==> src/rtl/keypad_matrix_scan.sv <==
// 4x4 active-low keypad scanner with frame-level debounce, producing a one-hot key bus.
// Define KEYPAD_AUTOREPEAT_EN to add key_valid auto-repeat while a key stays held.
module keypad_matrix_scan #(
  parameter int SCAN_DIV        = 50000,
  parameter int DEBOUNCE_FRAMES = 4,
  parameter int REPEAT_DELAY    = 500,
  parameter int REPEAT_RATE     = 100
) (
  input  logic        clk,
  input  logic        rst_n,
  input  logic [3:0]  col_in,
  output logic [3:0]  row_out,
  output logic [15:0] onehot,
  output logic [3:0]  key_code,
  output logic        key_valid
);

  localparam int SLOT_W  = $clog2(SCAN_DIV);
  localparam int AGREE_W = $clog2(DEBOUNCE_FRAMES + 1);

  logic [3:0]         col_s1_reg, col_s2_reg;
  logic [SLOT_W-1:0]  slot_cnt_reg;
  logic [1:0]         row_idx_reg;
  logic               slot_end;
  logic               frame_done_reg;
  logic [15:0]        frame_word;
  logic               frame_zero, frame_single, frame_valid;
  logic [15:0]        cand_reg, cand_next;
  logic [AGREE_W-1:0] agree_reg, agree_next;
  logic               accept;
  logic [15:0]        onehot_reg;
  logic [3:0]         key_code_reg;
  logic               key_valid_reg;

  function automatic logic [3:0] onehot_index(input logic [15:0] v);
    onehot_index = '0;
    for (int i = 0; i < 16; i++) begin
      if (v[i]) onehot_index = 4'(i);
    end
  endfunction

  always_ff @(posedge clk or negedge rst_n) begin
    if (!rst_n) begin
      col_s1_reg <= 4'hF;
      col_s2_reg <= 4'hF;
    end else begin
      col_s1_reg <= col_in;
      col_s2_reg <= col_s1_reg;
    end
  end

  assign slot_end = (slot_cnt_reg == SLOT_W'(SCAN_DIV - 1));

  always_ff @(posedge clk or negedge rst_n) begin
    if (!rst_n) begin
      slot_cnt_reg   <= '0;
      row_idx_reg    <= '0;
      frame_done_reg <= 1'b0;
    end else begin
      frame_done_reg <= slot_end && (row_idx_reg == 2'd3);
      if (slot_end) begin
        slot_cnt_reg <= '0;
        row_idx_reg  <= row_idx_reg + 2'd1;
      end else begin
        slot_cnt_reg <= slot_cnt_reg + SLOT_W'(1);
      end
    end
  end

  assign row_out = ~(4'b0001 << row_idx_reg);

  // Each row owns its nibble of the frame word; a pressed key reads 0, stored as 1.
  genvar gi;
  generate
    for (gi = 0; gi < 4; gi++) begin : g_row
      logic [3:0] row_bits_reg;
      always_ff @(posedge clk or negedge rst_n) begin
        if (!rst_n) begin
          row_bits_reg <= '0;
        end else if (slot_end && (row_idx_reg == 2'(gi))) begin
          row_bits_reg <= ~col_s2_reg;
        end
      end
      assign frame_word[gi*4 +: 4] = row_bits_reg;
    end
  endgenerate

  assign frame_zero   = (frame_word == 16'h0000);
  assign frame_single = !frame_zero && ((frame_word & (frame_word - 16'd1)) == 16'h0000);
  assign frame_valid  = frame_zero || frame_single;

  // Ghost frames (two or more keys) leave the debounce state untouched.
  always_comb begin
    cand_next  = cand_reg;
    agree_next = agree_reg;
    accept     = 1'b0;
    if (frame_done_reg && frame_valid) begin
      if (frame_word == cand_reg) begin
        if (agree_reg < AGREE_W'(DEBOUNCE_FRAMES)) agree_next = agree_reg + AGREE_W'(1);
      end else begin
        cand_next  = frame_word;
        agree_next = AGREE_W'(1);
      end
      accept = (agree_next == AGREE_W'(DEBOUNCE_FRAMES)) && (cand_next != onehot_reg);
    end
  end

  always_ff @(posedge clk or negedge rst_n) begin
    if (!rst_n) begin
      cand_reg  <= '0;
      agree_reg <= '0;
    end else begin
      cand_reg  <= cand_next;
      agree_reg <= agree_next;
    end
  end

`ifdef KEYPAD_AUTOREPEAT_EN
  localparam int REP_MAX = (REPEAT_DELAY > REPEAT_RATE) ? REPEAT_DELAY : REPEAT_RATE;
  localparam int REP_W   = $clog2(REP_MAX + 1);

  logic [REP_W-1:0] rep_cnt_reg;
  logic             rep_first_done_reg;
  logic             rep_fire;

  // First repeat waits REPEAT_DELAY frames after acceptance, later ones REPEAT_RATE.
  always_comb begin
    rep_fire = 1'b0;
    if (frame_done_reg && !accept && (onehot_reg != 16'h0000)) begin
      if (rep_first_done_reg) rep_fire = ((rep_cnt_reg + REP_W'(1)) == REP_W'(REPEAT_RATE));
      else                    rep_fire = ((rep_cnt_reg + REP_W'(1)) == REP_W'(REPEAT_DELAY));
    end
  end

  always_ff @(posedge clk or negedge rst_n) begin
    if (!rst_n) begin
      rep_cnt_reg        <= '0;
      rep_first_done_reg <= 1'b0;
    end else if (accept) begin
      rep_cnt_reg        <= '0;
      rep_first_done_reg <= 1'b0;
    end else if (frame_done_reg && (onehot_reg != 16'h0000)) begin
      if (rep_fire) begin
        rep_cnt_reg        <= '0;
        rep_first_done_reg <= 1'b1;
      end else begin
        rep_cnt_reg <= rep_cnt_reg + REP_W'(1);
      end
    end
  end
`else
  logic unused_repeat_cfg;
  assign unused_repeat_cfg = ^{REPEAT_DELAY, REPEAT_RATE};
`endif

  always_ff @(posedge clk or negedge rst_n) begin
    if (!rst_n) begin
      onehot_reg    <= '0;
      key_code_reg  <= '0;
      key_valid_reg <= 1'b0;
    end else begin
      key_valid_reg <= 1'b0;
      if (accept) begin
        onehot_reg <= cand_next;
        if (cand_next != 16'h0000) begin
          key_code_reg  <= onehot_index(cand_next);
          key_valid_reg <= 1'b1;
        end
      end
`ifdef KEYPAD_AUTOREPEAT_EN
      else if (rep_fire) begin
        key_valid_reg <= 1'b1;
      end
`endif
    end
  end

  assign onehot    = onehot_reg;
  assign key_code  = key_code_reg;
  assign key_valid = key_valid_reg;

endmodule

==> config.mk <==
export PLATFORM = sky130hd
export DESIGN_NAME = keypad_matrix_scan
export DESIGN_NICKNAME = d
export VERILOG_FILES = /design/src/rtl/keypad_matrix_scan.sv
export SDC_FILE = /design/constraint.sdc
export NUM_CORES = 1
export LEC_CHECK = 0
export BUFFER_PORTS_ARGS = -buffer_cell sky130_fd_sc_hd__buf_2
export CAP_MARGIN = 30
export CORE_UTILIZATION = 50
export CTS_CLUSTER_SIZE = 8
export DETAILED_ROUTE_END_ITERATION = 7
export GPL_ROUTABILITY_DRIVEN = 0
export PLACE_DENSITY = 0.68
export SYNTH_ARGS = -nofsm -noshare
export SYNTH_HDL_FRONTEND = slang
export SYNTH_SLANG_ARGS = --single-unit
==> constraint.sdc <==
create_clock -name clk -period 4.15 [get_ports clk]
set_input_delay 0 -clock clk [delete_from_list [all_inputs] [get_ports clk]]
set_output_delay 0 -clock clk [all_outputs]
set_load 0.02 [all_outputs]
==> flow_metrics.py <==
metrics = {
    "clocking": {
        "clk_root_buffer_cell": "clkbuf_8",
        "post_cts_buffers": 0,
        "numClockSinks": 83,
        "cts_resized": 0,
        "htree_levels": 3,
        "cts_made_buffers": 9,
        "clock_latency_ns": 0.36,
        "max-clock-path-buffers": 2,
        "clk_pin_slew_worst_paths_ns": 0.09,
        "cts_hold_buf": 5,
        "cts_tree": "yes",
    },
    "cells_and_area": {
        "fillerInstances": 668,
        "num_antenna_cells": 0,
        "mostFrequentLayoutCells": "dfrtp_1, xnor2_1, nand2_1",
        "multi_input_area_um2": 1740,
        "drive_gt1_frac": 0.214,
        "final-seq-area_um2": 2090,
        "final_common_cell": "dfrtp_1",
        "area_delta_synth_final_pct": 11.4,
        "stdcell_area_um2": 4480,
        "fin_nets": 414,
    },
    "floorplanning": {
        "core-area_um2": 7770,
        "num_io_pins": 31,
        "rows": 32,
        "die_x_um": 91.7,
        "die_h_um": 91.7,
        "start_util": 0.517,
        "die_area_um2": 8400,
    },
    "placed_design": {
        "portBuffers": 30,
        "dpl_cell_area_um2": 4210,
        "dpl.hpwl_um": 5790,
    },
    "yosys": {
        "synth_cells": 374,
        "syn_area_per_cell_um2": 10.7,
        "yosys-top-cells-area": "dfrtp_1, xnor2_1, dfstp_2, mux2_2, nand2_1",
        "ys_ff_latch": 83,
        "yosysWarnings": 0,
        "yosys.cell_types.count": 49,
        "synth_ff_type": "dfrtp_1",
        "synthArstFlopShare": 1.00,
        "yosysTopAreaCell": "dfrtp_1",
        "synth_edf_count": 0,
        "synth_seq_area_share": 0.519,
        "netlist.area_leader.share": 0.467,
        "syn_nets": 386,
        "netlist_area_um2": 4020,
    },
    "drt": {
        "wl_um": 8120,
        "ant_nets": 0,
        "first_pass_iters": 4,
        "drc": 0,
        "wl_per_cell_um": 16.0,
        "via_per_inst": 5.39,
        "first_iter_violations": 199,
        "via_count": 2745,
    },
    "power_and_ir_drop": {
        "p_int_mw": 1.16,
        "ir_drop_mv": 0.177,
        "switchingPower_mw": 0.308,
        "power_density_nw_per_um2": 328,
        "seqPwrFrac": 0.556,
        "p_sw_frac": 0.209,
        "p_leak_nw": 2.11,
        "power_frac_comb": 0.015,
        "pwr-share-clk": 0.429,
    },
    "worst_setup_path": {
        "critPathMaxStageDelay_ns": 0.63,
        "crit_fanout": 24,
        "end_kind": "register",
        "arrival_ns": 3.38,
        "setup.worst_path.class": "reg2reg",
        "required_ns": 4.38,
        "cp-start-kind": "register",
        "cp_slowest_cell": "nor4_2",
        "cp_cell_sequence": "nor4_2 -> nand2_1 -> o221ai_1 -> nand3_2 -> mux2_2 -> o31ai_1 -> a31oi_1",
    },
    "sta": {
        "slew_viol_final": 0,
        "fmax_ghz": 0.317,
        "rsz0062_at_grt": "false",
        "relSlewSlack": 0.485,
        "final_hold_viol_count": 0,
        "setup_viol": 0,
        "fin_tns_setup_ns": 0,
        "period_needed_ns": 3.15,
        "finalCritPeriodShare": 0.760,
        "worst_pin_slew_ns": 0.772,
        "fin_worst_skew_ns": 0.0179,
    },
    "outcome": {
        "outcome": "finished, final reports clean",
    },
    "min_path": {
        "hp-class": "in2async",
    },
    "global_routing": {
        "antenna_found_initial": 0,
        "grt_max_degree": 63,
        "first_global_vias": 2743,
        "grt_pass1_wl_um": 13800,
        "grt-ovfl-total": 0,
        "grt_use_total": 0.216,
    },
    "run": {
        "max-cap-violations": 0,
    },
}
## worst max-delay path, delay by kind of cell, from the launching register on
family             cells  cell delay (ns)
muxes                  1             0.50
and+or+nand+nor        3             1.37
AOI/OAI and AO/OA      3             0.68
DFF                    1             0.49
## cell families (layout without fill, tap and decap cells)
family                     count (synthesis)  count (layout)  synth area share
muxes                                     27              27            0.0816
xor gates and xnor gates                  46              46             0.100
adders and majority gates                  6               6            0.0187
buffers and inverters                     42              75            0.0479
and+or+nand+nor                          110             110             0.139
AOI/OAI and AO/OA                         60              60            0.0934
DFF                                       83              83             0.519
## Yosys cell counts (2+ instances only)
cell type and n:
dfrtp_1 75, xnor2_1 40, nand2_1 34, o21ai_0 25, nor2_1 24, inv_1 21, mux2_2 18, nand4_1 16
clkbuf_1 15, a21oi_1 14, dfstp_2 8, mux2_4 7, ha_1 6, nor3_1 6, xor2_1 6, nand3_1 5
buf_6 4, nand2b_1 4, nor4_1 4, or3_1 4, and3_1 3, a211oi_1 2, a22o_1 2, a31oi_1 2
mux2i_1 2, nor2b_1 2, o21bai_1 2, o31ai_1 2
## layer usage
metal / vias to the layer above / track usage / share of wire
li1: 1341 / - / -
met1: 1316 / 0.286 / 0.45
met2: 69 / 0.333 / 0.48
met3: 19 / 0.0381 / 0.037
met4: 0 / 0.124 / 0.034
met5: - / 0 / 0
## final timing paths
| path | start | endpoint | slack, ns | cells after the start |
|---|---|---|---|---|
| max | g_row[0].row_bits_reg[2] | key_code[0] | 1.0 | 7 |
| min | rst_n | cand_reg[1] | 0.05 | 2 |
| max reg2reg | g_row[0].row_bits_reg[2] | key_code[0] | 1.0 | 7 |
| min in group clk | col_in[0] | col_s1_reg[0] | 0.29 | 2 |
| min reg2reg | col_s1_reg[3] | col_s2_reg[3] | 0.36 | 0 |
| max in group asynchronous | rst_n | g_row[3].row_bits_reg[3] | 3.04 | 3 |
## stage by stage
step | setup slack (ns) | hold slack, ns | utilization | std cells | total power [mW]
6_report | 0.995 | 0.0503 | 0.576 | 509 | 1.47
5_1_grt | 0.708 | 0.0756 | 0.576 | 509 | 1.52
4_1_cts | 0.988 | 0.0527 | 0.576 | 509 | 1.49
3_5_place_dp | 1.00 | -0.0949 | 0.542 | 488 | 0.854
3_3_place_gp | 1.04 | -0.105 | 0.542 | 488 | 0.853
2_1_floorplan | 1.47 | -0.296 | - | 374 | 0.833
## power by group through the flow
stage	logic [mW]	registers [mW]	clock network [mW]
2_1_floorplan	0.00000386	0.833	0
3_3_place_gp	0.0190	0.834	0
3_5_place_dp	0.0197	0.834	0
4_1_cts	0.0234	0.818	0.648
5_1_grt	0.0254	0.819	0.676
6_report	0.0215	0.818	0.630
## final cells by class
cell class              count  share of cell area
flip-flops and latches     83               0.466
well taps                 102              0.0285
repair buffers             38              0.0503
clock buffers              10              0.0285
inverters                  21              0.0176
clock inverters             6              0.0204
multi-input cells         249               0.388
Note: power is estimated with default switching activity, not from simulation.
